### config.mk
export PLATFORM = sky130hd
export DESIGN_NAME = macc_l2_cxu
export DESIGN_NICKNAME = d
export VERILOG_FILES = /design/src/rtl/cxu_pkg.sv /design/src/rtl/macc_cxu_sel.sv /design/src/rtl/macc_l2_cxu.sv
export SDC_FILE = /design/constraint.sdc
export NUM_CORES = 1
export LEC_CHECK = 0
export ABC_CLOCK_PERIOD_IN_PS = 20400
export CAP_MARGIN = 20
export CORE_MARGIN = 2
export CORE_UTILIZATION = 55
export CTS_CLUSTER_SIZE = 40
export DETAILED_ROUTE_END_ITERATION = 6
export PLACE_DENSITY = 0.75
export SKIP_LAST_GASP = 1
export SYNTH_ARGS = -nofsm -noshare
export SYNTH_HDL_FRONTEND = slang
export SYNTH_SLANG_ARGS = --single-unit
### constraint.sdc
create_clock -name clk -period 20.4 [get_ports clk]
set_clock_uncertainty 0.05 [all_clocks]
set_input_delay 5.1 -clock clk [delete_from_list [all_inputs] [get_ports clk]]
set_output_delay 5.1 -clock clk [all_outputs]
set_load 0.02 [all_outputs]
### src/rtl/cxu_pkg.sv
// Shared CXU definitions: response status codes, per-context control-status states,
// function ids and the status-word layout returned by READ_STATUS.
package cxu_pkg;

  typedef enum logic [2:0] {
    ST_OK        = 3'd0,
    ST_ERR_CXU   = 3'd1,
    ST_ERR_OP    = 3'd2,
    ST_ERR_STATE = 3'd3
  } status_e;

  typedef enum logic [1:0] {
    CS_OFF   = 2'd0,
    CS_INIT  = 2'd1,
    CS_CLEAN = 2'd2,
    CS_DIRTY = 2'd3
  } cs_e;

  localparam int unsigned FN_MULACC       = 0;
  localparam int unsigned FN_READ_STATUS  = 1023;
  localparam int unsigned FN_WRITE_STATUS = 1022;
  localparam int unsigned FN_READ_STATE   = 1021;
  localparam int unsigned FN_WRITE_STATE  = 1020;

  // Status word: size of the state context (in words) in bits 11:2, cs in bits 1:0.
  typedef struct packed {
    logic [19:0] rsvd;
    logic [9:0]  size;
    cs_e         cs;
  } status_word_t;

  function automatic status_word_t status_word(input cs_e cs);
    status_word_t w;
    w.rsvd = '0;
    w.size = 10'd1;
    w.cs   = cs;
    return w;
  endfunction

endpackage

### src/rtl/macc_cxu_sel.sv
// 1:1 CXU-id selector: only id 0 reaches the MAC datapath, every other id maps to ERR_CXU.
// Purely combinational; backpressure is handled by the top-level pipeline.
module macc_cxu_sel
  import cxu_pkg::*;
#(
  parameter int CXU_W = 1
) (
  input  logic             req_vld_i,
  input  logic [CXU_W-1:0] req_cxu_i,
  output logic             mac_vld_o,
  output status_e          err_status_o
);

  logic hit;

  assign hit          = (req_cxu_i == '0);
  assign mac_vld_o    = req_vld_i && hit;
  assign err_status_o = hit ? ST_OK : ST_ERR_CXU;

endmodule

### src/rtl/macc_l2_cxu.sv
// Stateful MAC CXU (L2 streaming): response CXU_LATENCY cycles after accept, whole pipe stalls on resp backpressure.
// Define MACC_L2_CXU_SATURATE_EN for signed saturating MULACC instead of unsigned wrap-around.
module macc_l2_cxu
  import cxu_pkg::*;
#(
  parameter  int N_CXUS      = 2,
  parameter  int N_STATES    = 1,
  parameter  int FUNC_ID_W   = 10,
  parameter  int DATA_W      = 32,
  parameter  int CXU_LATENCY = 1,
  localparam int CXU_W       = (N_CXUS > 1) ? $clog2(N_CXUS) : 1,
  localparam int ST_W        = (N_STATES > 1) ? $clog2(N_STATES) : 1
) (
  input  logic                 clk,
  input  logic                 rst_n,
  input  logic                 req_valid,
  output logic                 req_ready,
  input  logic [CXU_W-1:0]     req_cxu,
  input  logic [ST_W-1:0]      req_state,
  input  logic [FUNC_ID_W-1:0] req_func,
  input  logic [DATA_W-1:0]    req_data0,
  input  logic [DATA_W-1:0]    req_data1,
  output logic                 resp_valid,
  input  logic                 resp_ready,
  output logic [2:0]           resp_status,
  output logic [DATA_W-1:0]    resp_data
);

  logic              adv, accept, mac_vld, state_ok;
  status_e           cxu_status, status_d;
  logic [ST_W-1:0]   sidx;
  logic [DATA_W-1:0] acc_cur, mac_sum, rdata_d, acc_d;
  cs_e               cs_cur, cs_d;
  logic              acc_we, cs_we;

  logic [DATA_W-1:0] acc_q [N_STATES];
  cs_e               cs_q  [N_STATES];
  logic              vld_q [CXU_LATENCY];
  status_e           stat_q[CXU_LATENCY];
  logic [DATA_W-1:0] dat_q [CXU_LATENCY];

  assign adv         = !(resp_valid && !resp_ready);
  assign req_ready   = adv;
  assign accept      = req_valid && adv;
  assign resp_valid  = vld_q[CXU_LATENCY-1];
  assign resp_status = stat_q[CXU_LATENCY-1];
  assign resp_data   = dat_q[CXU_LATENCY-1];

  macc_cxu_sel #(.CXU_W(CXU_W)) u_sel (
    .req_vld_i   (req_valid),
    .req_cxu_i   (req_cxu),
    .mac_vld_o   (mac_vld),
    .err_status_o(cxu_status)
  );

  always_comb begin
    state_ok = 32'(req_state) < N_STATES;
    sidx     = state_ok ? req_state : '0;
    acc_cur  = '0;
    cs_cur   = CS_OFF;
    for (int s = 0; s < N_STATES; s++) begin
      if (sidx == ST_W'(s)) begin
        acc_cur = acc_q[s];
        cs_cur  = cs_q[s];
      end
    end
  end

`ifdef MACC_L2_CXU_SATURATE_EN
  localparam logic signed [2*DATA_W:0] SAT_MAX = {{(DATA_W+2){1'b0}}, {(DATA_W-1){1'b1}}};
  localparam logic signed [2*DATA_W:0] SAT_MIN = {{(DATA_W+2){1'b1}}, {(DATA_W-1){1'b0}}};
  logic signed [2*DATA_W:0] a_x, b_x, c_x, wide;

  always_comb begin
    a_x  = {{(DATA_W+1){req_data0[DATA_W-1]}}, req_data0};
    b_x  = {{(DATA_W+1){req_data1[DATA_W-1]}}, req_data1};
    c_x  = {{(DATA_W+1){acc_cur[DATA_W-1]}}, acc_cur};
    wide = a_x * b_x + c_x;
    if (wide > SAT_MAX)      mac_sum = SAT_MAX[DATA_W-1:0];
    else if (wide < SAT_MIN) mac_sum = SAT_MIN[DATA_W-1:0];
    else                     mac_sum = wide[DATA_W-1:0];
  end
`else
  assign mac_sum = acc_cur + req_data0 * req_data1;
`endif

  // Errors leave every write-enable low, so they never touch acc/cs.
  always_comb begin
    status_d = ST_OK;
    rdata_d  = '0;
    acc_we   = 1'b0;
    acc_d    = '0;
    cs_we    = 1'b0;
    cs_d     = cs_cur;
    if (!mac_vld) begin
      status_d = cxu_status;
    end else if (!state_ok) begin
      status_d = ST_ERR_STATE;
    end else begin
      case (req_func)
        FUNC_ID_W'(FN_MULACC): begin
          acc_we  = 1'b1;
          acc_d   = mac_sum;
          cs_we   = 1'b1;
          cs_d    = CS_DIRTY;
          rdata_d = mac_sum;
        end
        FUNC_ID_W'(FN_READ_STATUS): rdata_d = DATA_W'(status_word(cs_cur));
        FUNC_ID_W'(FN_WRITE_STATUS): begin
          cs_we = 1'b1;
          if (cs_e'(req_data0[1:0]) == CS_INIT) begin
            acc_we = 1'b1;
            cs_d   = CS_CLEAN;
          end else begin
            cs_d = cs_e'(req_data0[1:0]);
          end
        end
        FUNC_ID_W'(FN_READ_STATE): rdata_d = acc_cur;
        FUNC_ID_W'(FN_WRITE_STATE): begin
          acc_we = 1'b1;
          acc_d  = req_data0;
          cs_we  = 1'b1;
          cs_d   = CS_DIRTY;
        end
        default: status_d = ST_ERR_OP;
      endcase
    end
  end

  always_ff @(posedge clk or negedge rst_n) begin
    if (!rst_n) begin
      for (int s = 0; s < N_STATES; s++) begin
        acc_q[s] <= '0;
        cs_q[s]  <= CS_INIT;
      end
    end else if (accept) begin
      for (int s = 0; s < N_STATES; s++) begin
        if (sidx == ST_W'(s)) begin
          if (acc_we) acc_q[s] <= acc_d;
          if (cs_we)  cs_q[s]  <= cs_d;
        end
      end
    end
  end

  always_ff @(posedge clk or negedge rst_n) begin
    if (!rst_n) begin
      for (int i = 0; i < CXU_LATENCY; i++) begin
        vld_q[i]  <= 1'b0;
        stat_q[i] <= ST_OK;
        dat_q[i]  <= '0;
      end
    end else if (adv) begin
      vld_q[0]  <= accept;
      stat_q[0] <= accept ? status_d : ST_OK;
      dat_q[0]  <= accept ? rdata_d : '0;
      for (int i = 1; i < CXU_LATENCY; i++) begin
        vld_q[i]  <= vld_q[i-1];
        stat_q[i] <= stat_q[i-1];
        dat_q[i]  <= dat_q[i-1];
      end
    end
  end

endmodule

**Word-level counts from Yosys, hierarchy flattened**

Index checks and enable logic that the tools add are counted.

- Register bits after elaboration: 70
- Latch bits: 0
- Memory bits (writable): 0
- Bits in read-only memories: 0
- Input bits: 80
- Word-level logic and storage cells: 52
- Memories kept: 0

- Add/subtract/negate cells: 1
- Multipliers: 1
- Divide/modulo/power cells: 0
- $lt $le $gt $ge: 1
- Eq/ne operators: 5
- Shift-type cells: 0
- Muxes and demuxes: 26
- Bitwise logic cells: 2
- Reduce and logical (&&, ||, !) cells: 11

Operator list:

| kind | number |
|---|---|
| 32-bit two-way mux | 6 |
| 32-bit case mux with 3 select lines | 1 |
| 32-bit case mux with 2 select lines | 1 |
| 10-bit equality test, second input constant | 4 |
| 32-bit adder | 1 |
| 32-bit by 32-bit multiplier with 32-bit output | 1 |
| 2-bit two-way mux | 6 |
| 10-bit logical NOT | 1 |
| 1-bit two-way mux | 8 |
| 3-bit two-way mux | 2 |
| 3-bit AND reduction | 2 |
| 5-bit OR reduction | 1 |
| 2-bit case mux with 2 select lines | 1 |
| 1-bit logical AND | 3 |
| 3-bit OR reduction | 1 |
| 2-bit by 1-bit equality test with 1-bit output, second input constant | 1 |
| 1-bit logical NOT | 2 |
| 1-bit inverter | 2 |
| 1-bit case mux with 2 select lines | 1 |
| 2-bit OR reduction | 1 |
| 1-bit < comparator, second input constant | 1 |

**Longest topological paths before layout**

- Depth in word-level cells: 8
- Mapped depth: 29
- Gate-level depth less buffers: 27

**Modules after synthesis**

A second synthesis with hierarchy kept.

- Cells, all modules: 2223
- Area total of the unflattened synthesis: 20081.8 µm²

Modules (own cells, without submodules):

| module | times used | cells each | area an instance (µm²) | sequential area each (µm²) |
|---|---|---|---|---|
| macc_l2_cxu | 1 | 2218 | 20041.7 | 1752.9 |
| macc_cxu_sel | 1 | 5 | 40.0 | 0.0 |

**Worst setup path after synthesis**

Ideal clock, no wire load.

- Path type: input port to flip-flop
- Start: input req_data0[13]
- End: register acc_q[29] in the netlist's numbering
- Setup time: 133 ps
- Arrival: 11950 ps
- Data required time: 20217 ps
- Setup slack: 8267 ps
- Stages on the path: 27
- Buffers on the path: 2
- Cells stage by stage: clkbuf_1 -> clkbuf_1 -> and2_1 -> fa_1 -> fa_1 -> fa_1 -> inv_1 -> fa_1 -> inv_1 -> fa_1 -> inv_1 -> fa_1 -> inv_1 -> fa_1 -> inv_1 -> fa_1 -> inv_1 -> ha_1 -> nand4_2 -> a2111o_1 -> a2111oi_2 -> a21oi_2 -> a311oi_4 -> a31oi_1 -> xnor2_1 -> a221oi_1 -> a21oi_1

- Word-level cells in the longest chain between the ends: 5

Ends and longest elaborated chain:

| item | line | source |
|---|---|---|
| from (decl) | macc_l2_cxu.sv:21 | `input logic [DATA_W-1:0] req_data0,` |
| 32-bit by 32-bit multiplier with 32-bit output | macc_l2_cxu.sv:84 | `assign mac_sum = acc_cur + req_data0 * req_data1;` |
| 32-bit adder | macc_l2_cxu.sv:84 |  |
| 32-bit case mux with 2 select lines | macc_l2_cxu.sv:100 | `case (req_func)` |
| 32-bit two-way mux | macc_l2_cxu.sv:97 | `end else if (!state_ok) begin` |
| 32-bit two-way mux | macc_l2_cxu.sv:95 | `if (!mac_vld) begin` |
| to (signal, indexed assignment) | macc_l2_cxu.sv:133 | `acc_q[s] <= '0;` |
| to (signal, indexed assignment) | macc_l2_cxu.sv:139 | `if (acc_we) acc_q[s] <= acc_d;` |
| to (decl) | macc_l2_cxu.sv:36 | `logic [DATA_W-1:0] acc_q [N_STATES];` |

Every way passes these cells.
A chain may end at the register's enable or synchronous reset.

**Worst setup path in the final report**

- Start: input req_data1[6]
- End: register acc_q[29] in the netlist's numbering

- Word-level cells in the longest chain between the ends: 5

Ends and longest elaborated chain:

| item | line | source |
|---|---|---|
| from (decl) | macc_l2_cxu.sv:22 | `input logic [DATA_W-1:0] req_data1,` |
| 32-bit by 32-bit multiplier with 32-bit output | macc_l2_cxu.sv:84 |  |
| 32-bit adder | macc_l2_cxu.sv:84 |  |
| 32-bit case mux with 2 select lines | macc_l2_cxu.sv:100 |  |
| 32-bit two-way mux | macc_l2_cxu.sv:97 |  |
| 32-bit two-way mux | macc_l2_cxu.sv:95 |  |

Every way passes these cells.

==> out/qor.csv <==
metric;value;unit
Root Driver;clkbuf_16;
TNS Setup;0;ns
CTS hold repair buffers;0;
worst relative slew slack;26.1;%
clk_lat worst skew;0.34;ns
post-synth top area share;44.2;%
Final Hold Fails;0;
syn nets;2851;
synth cell count leaders;inv_1, fa_1, and2_1, nand2_1, ha_1;
syn avg cell area;8.98;um^2
initial core utilization;55.8;%
Total Routing Usage GR;29.5;%
Post-synth EDFFs;0;
Final #Nets;2887;
top-count cell post-synth;inv_1;
number of synthesized register bits;69;
Setup crit end kind;register;
Setup violations, final;0;
Synth Flop Type;dfrtp_1;
largest net degree at the start of global routing;70;
Clock Sinks;69;
worst setup path category;in2reg;
most used cell, CP;fa_1;
first-pass GRT wire length;88.0;mm
height of the die;194;um
vias per cell;5.55;
final slew viol count;0;
drt drc;0;
total wire length;52.3;mm
H-Tree Depth;3;
delay of the slowest critical-path stage;0.96;ns
min-delay worst type;reg2reg;
Final period util;64.3;%
top cells by area, synth;fa_1, and2_1, inv_1;
WL met3;3.75;mm
Synth Instances;2209;
vias in the first global route;16698;
total CTS buffers;9;
grt ovf;0;
FP Rows;69;
via count;15044;
final antenna-violating net count;0;
async set or reset register ratio after synthesis;100;%
synthesis-to-layout area growth;9.19;%
initial antenna violation count;0;
post-DR wirelength/cell;19.3;um
RSZ-0062 raised after global routing;false;
layout cells sized above 1;2.67;%
Met2 Routed Length;25.2;mm
Least-Margin Pin Slew;1.10;ns
status;finished clean;
Worst-path clk slew;0.06;ns
hpwl dp;41.2;mm
Setup crit start kind;primary input;
Worst Path Required;20.56;ns
slowest CP cell;clkdlybuf4s50_1;
Die ar.;0.0376;mm^2
M1 wire length;21.4;mm
worst reg2reg setup slack;12.99;ns
IO Port Bufs;115;
Chip Width;194;um
drt first pass iters;5;
critical path peak fanout;26;
YS warnings;0;
Critical Path AT;13.27;ns
fmax;76.3;MHz
1st-iter DRT viols;944;
top cell type by total area after synthesis;fa_1;
Final Wtd Congestion;0.899;
Core ar.;0.0356;mm^2
Longest Clk Path Bufs;2;
Antenna diodes;0;
CTS resizes;0;
Post-CTS Setup Repair Bufs;0;
Synth cell types;49;
I/O Pins;117;
Seq/Total Area, Yosys;8.71;%
post-layout min period;13.11;ns
Max Cap Violations;0;
CTS tree;done;
Max Used Layer;met4;
Syn Std Cell Area;0.0198;mm^2
cell usage in the layout (no fill, tap or decap), types with 3 or more instances in the layout:
master           netlist  final
o21a_1                 7      7
a21oi_1               65     65
ha_1                 124    124
a211oi_1              18     18
a32oi_1                3      3
nor3_1                 8      8
xor2_1                21     21
nand4_1                6      6
a22oi_1               13     13
inv_1                494    494
a221oi_1              10     10
and2_1               320    320
a31oi_1                4      4
dfrtp_1               68     68
and3_1                 3      3
nand3_1                3      3
buf_4                  1     29
nor2_1                39     38
nor2b_1                6      5
nand2_1              275    275
fa_1                 438    438
a21o_1                10     10
nand2b_1               4      4
mux2i_1                3      3
o21ai_0               59     59
xnor2_1               62     62
clkdlybuf4s50_1        0    113
clkbuf_16              0      9
critical path: cells and delay by family:
kind / cells / cell delay, ns
and+or+nand+nor: 2 / 0.63
buffers and inverters: 7 / 1.26
xor gates and xnor gates: 1 / 0.16
AOI/OAI and AO/OA: 7 / 1.74
adders and majority gates: 9 / 4.34
through the flow:
stage               hold slack (ns)  worst slack [ns]  area [um^2]  util, %  instances
global placement              0.418              7.23        21400     60.0       2695
CTS                           0.435              7.36        21700     60.9       2711
global route                  0.473              6.93        21700     60.9       2711
detailed placement            0.422              7.05        21400     60.0       2695
floorplan                     0.420              8.27        19800        -       2209
finish                        0.427              7.29        21700     60.9       2711
path summary, 6_finish.rpt:
kind                              start            to  depth (start not counted)
setup / recovery           req_data1[6]     acc_q[29]                         26
hold / removal             resp_data[5]  resp_data[5]                          2
setup reg to reg              acc_q[18]     acc_q[29]                         24
hold reg to reg            resp_data[5]  resp_data[5]                          2
max in group asynchronous         rst_n     acc_q[22]                          2
min in group asynchronous         rst_n    resp_valid                          2
layout make-up:
class,count,area [um^2]
Multi-Input combinational cell,1527,15800
Timing Repair Buffer,144,1360
Clock inverter,5,58.8
Clock buffer,11,253
Sequential cell,69,1730
Fill cell,3061,13900
Inverter,494,1850
Tap cell,461,577
per-layer routing:
layer  track usage, %  vias up
li1                 -     6561
met1             40.3     7779
met2             48.5      589
met3             4.45      115
met4             10.0        0
met5                0        -
cells by family (layout without fill, tap and decap cells):
group | count (synthesis) | in the layout | synth area share [%]
AND/OR/NAND/NOR | 674 | 674 | 17.3
buffers and inverters | 613 | 654 | 11.6
adder cells (fa/ha/maj) | 562 | 562 | 52.0
AO/OA/AOI/OAI | 203 | 203 | 6.40
XOR/XNOR | 84 | 84 | 3.78
flip-flops | 69 | 69 | 8.71
multiplexers | 3 | 3 | 0.151
other | 1 | 1 | 0.0189
flip-flops by register name, summed over array words and instances (netlist names), named ones only:
name and cells:
resp_status 2, resp_valid 1, resp_data 32, acc_q 32
Power is not shown: default switching activity piles up to over one toggle a cycle in this logic, so the estimate is an artifact.
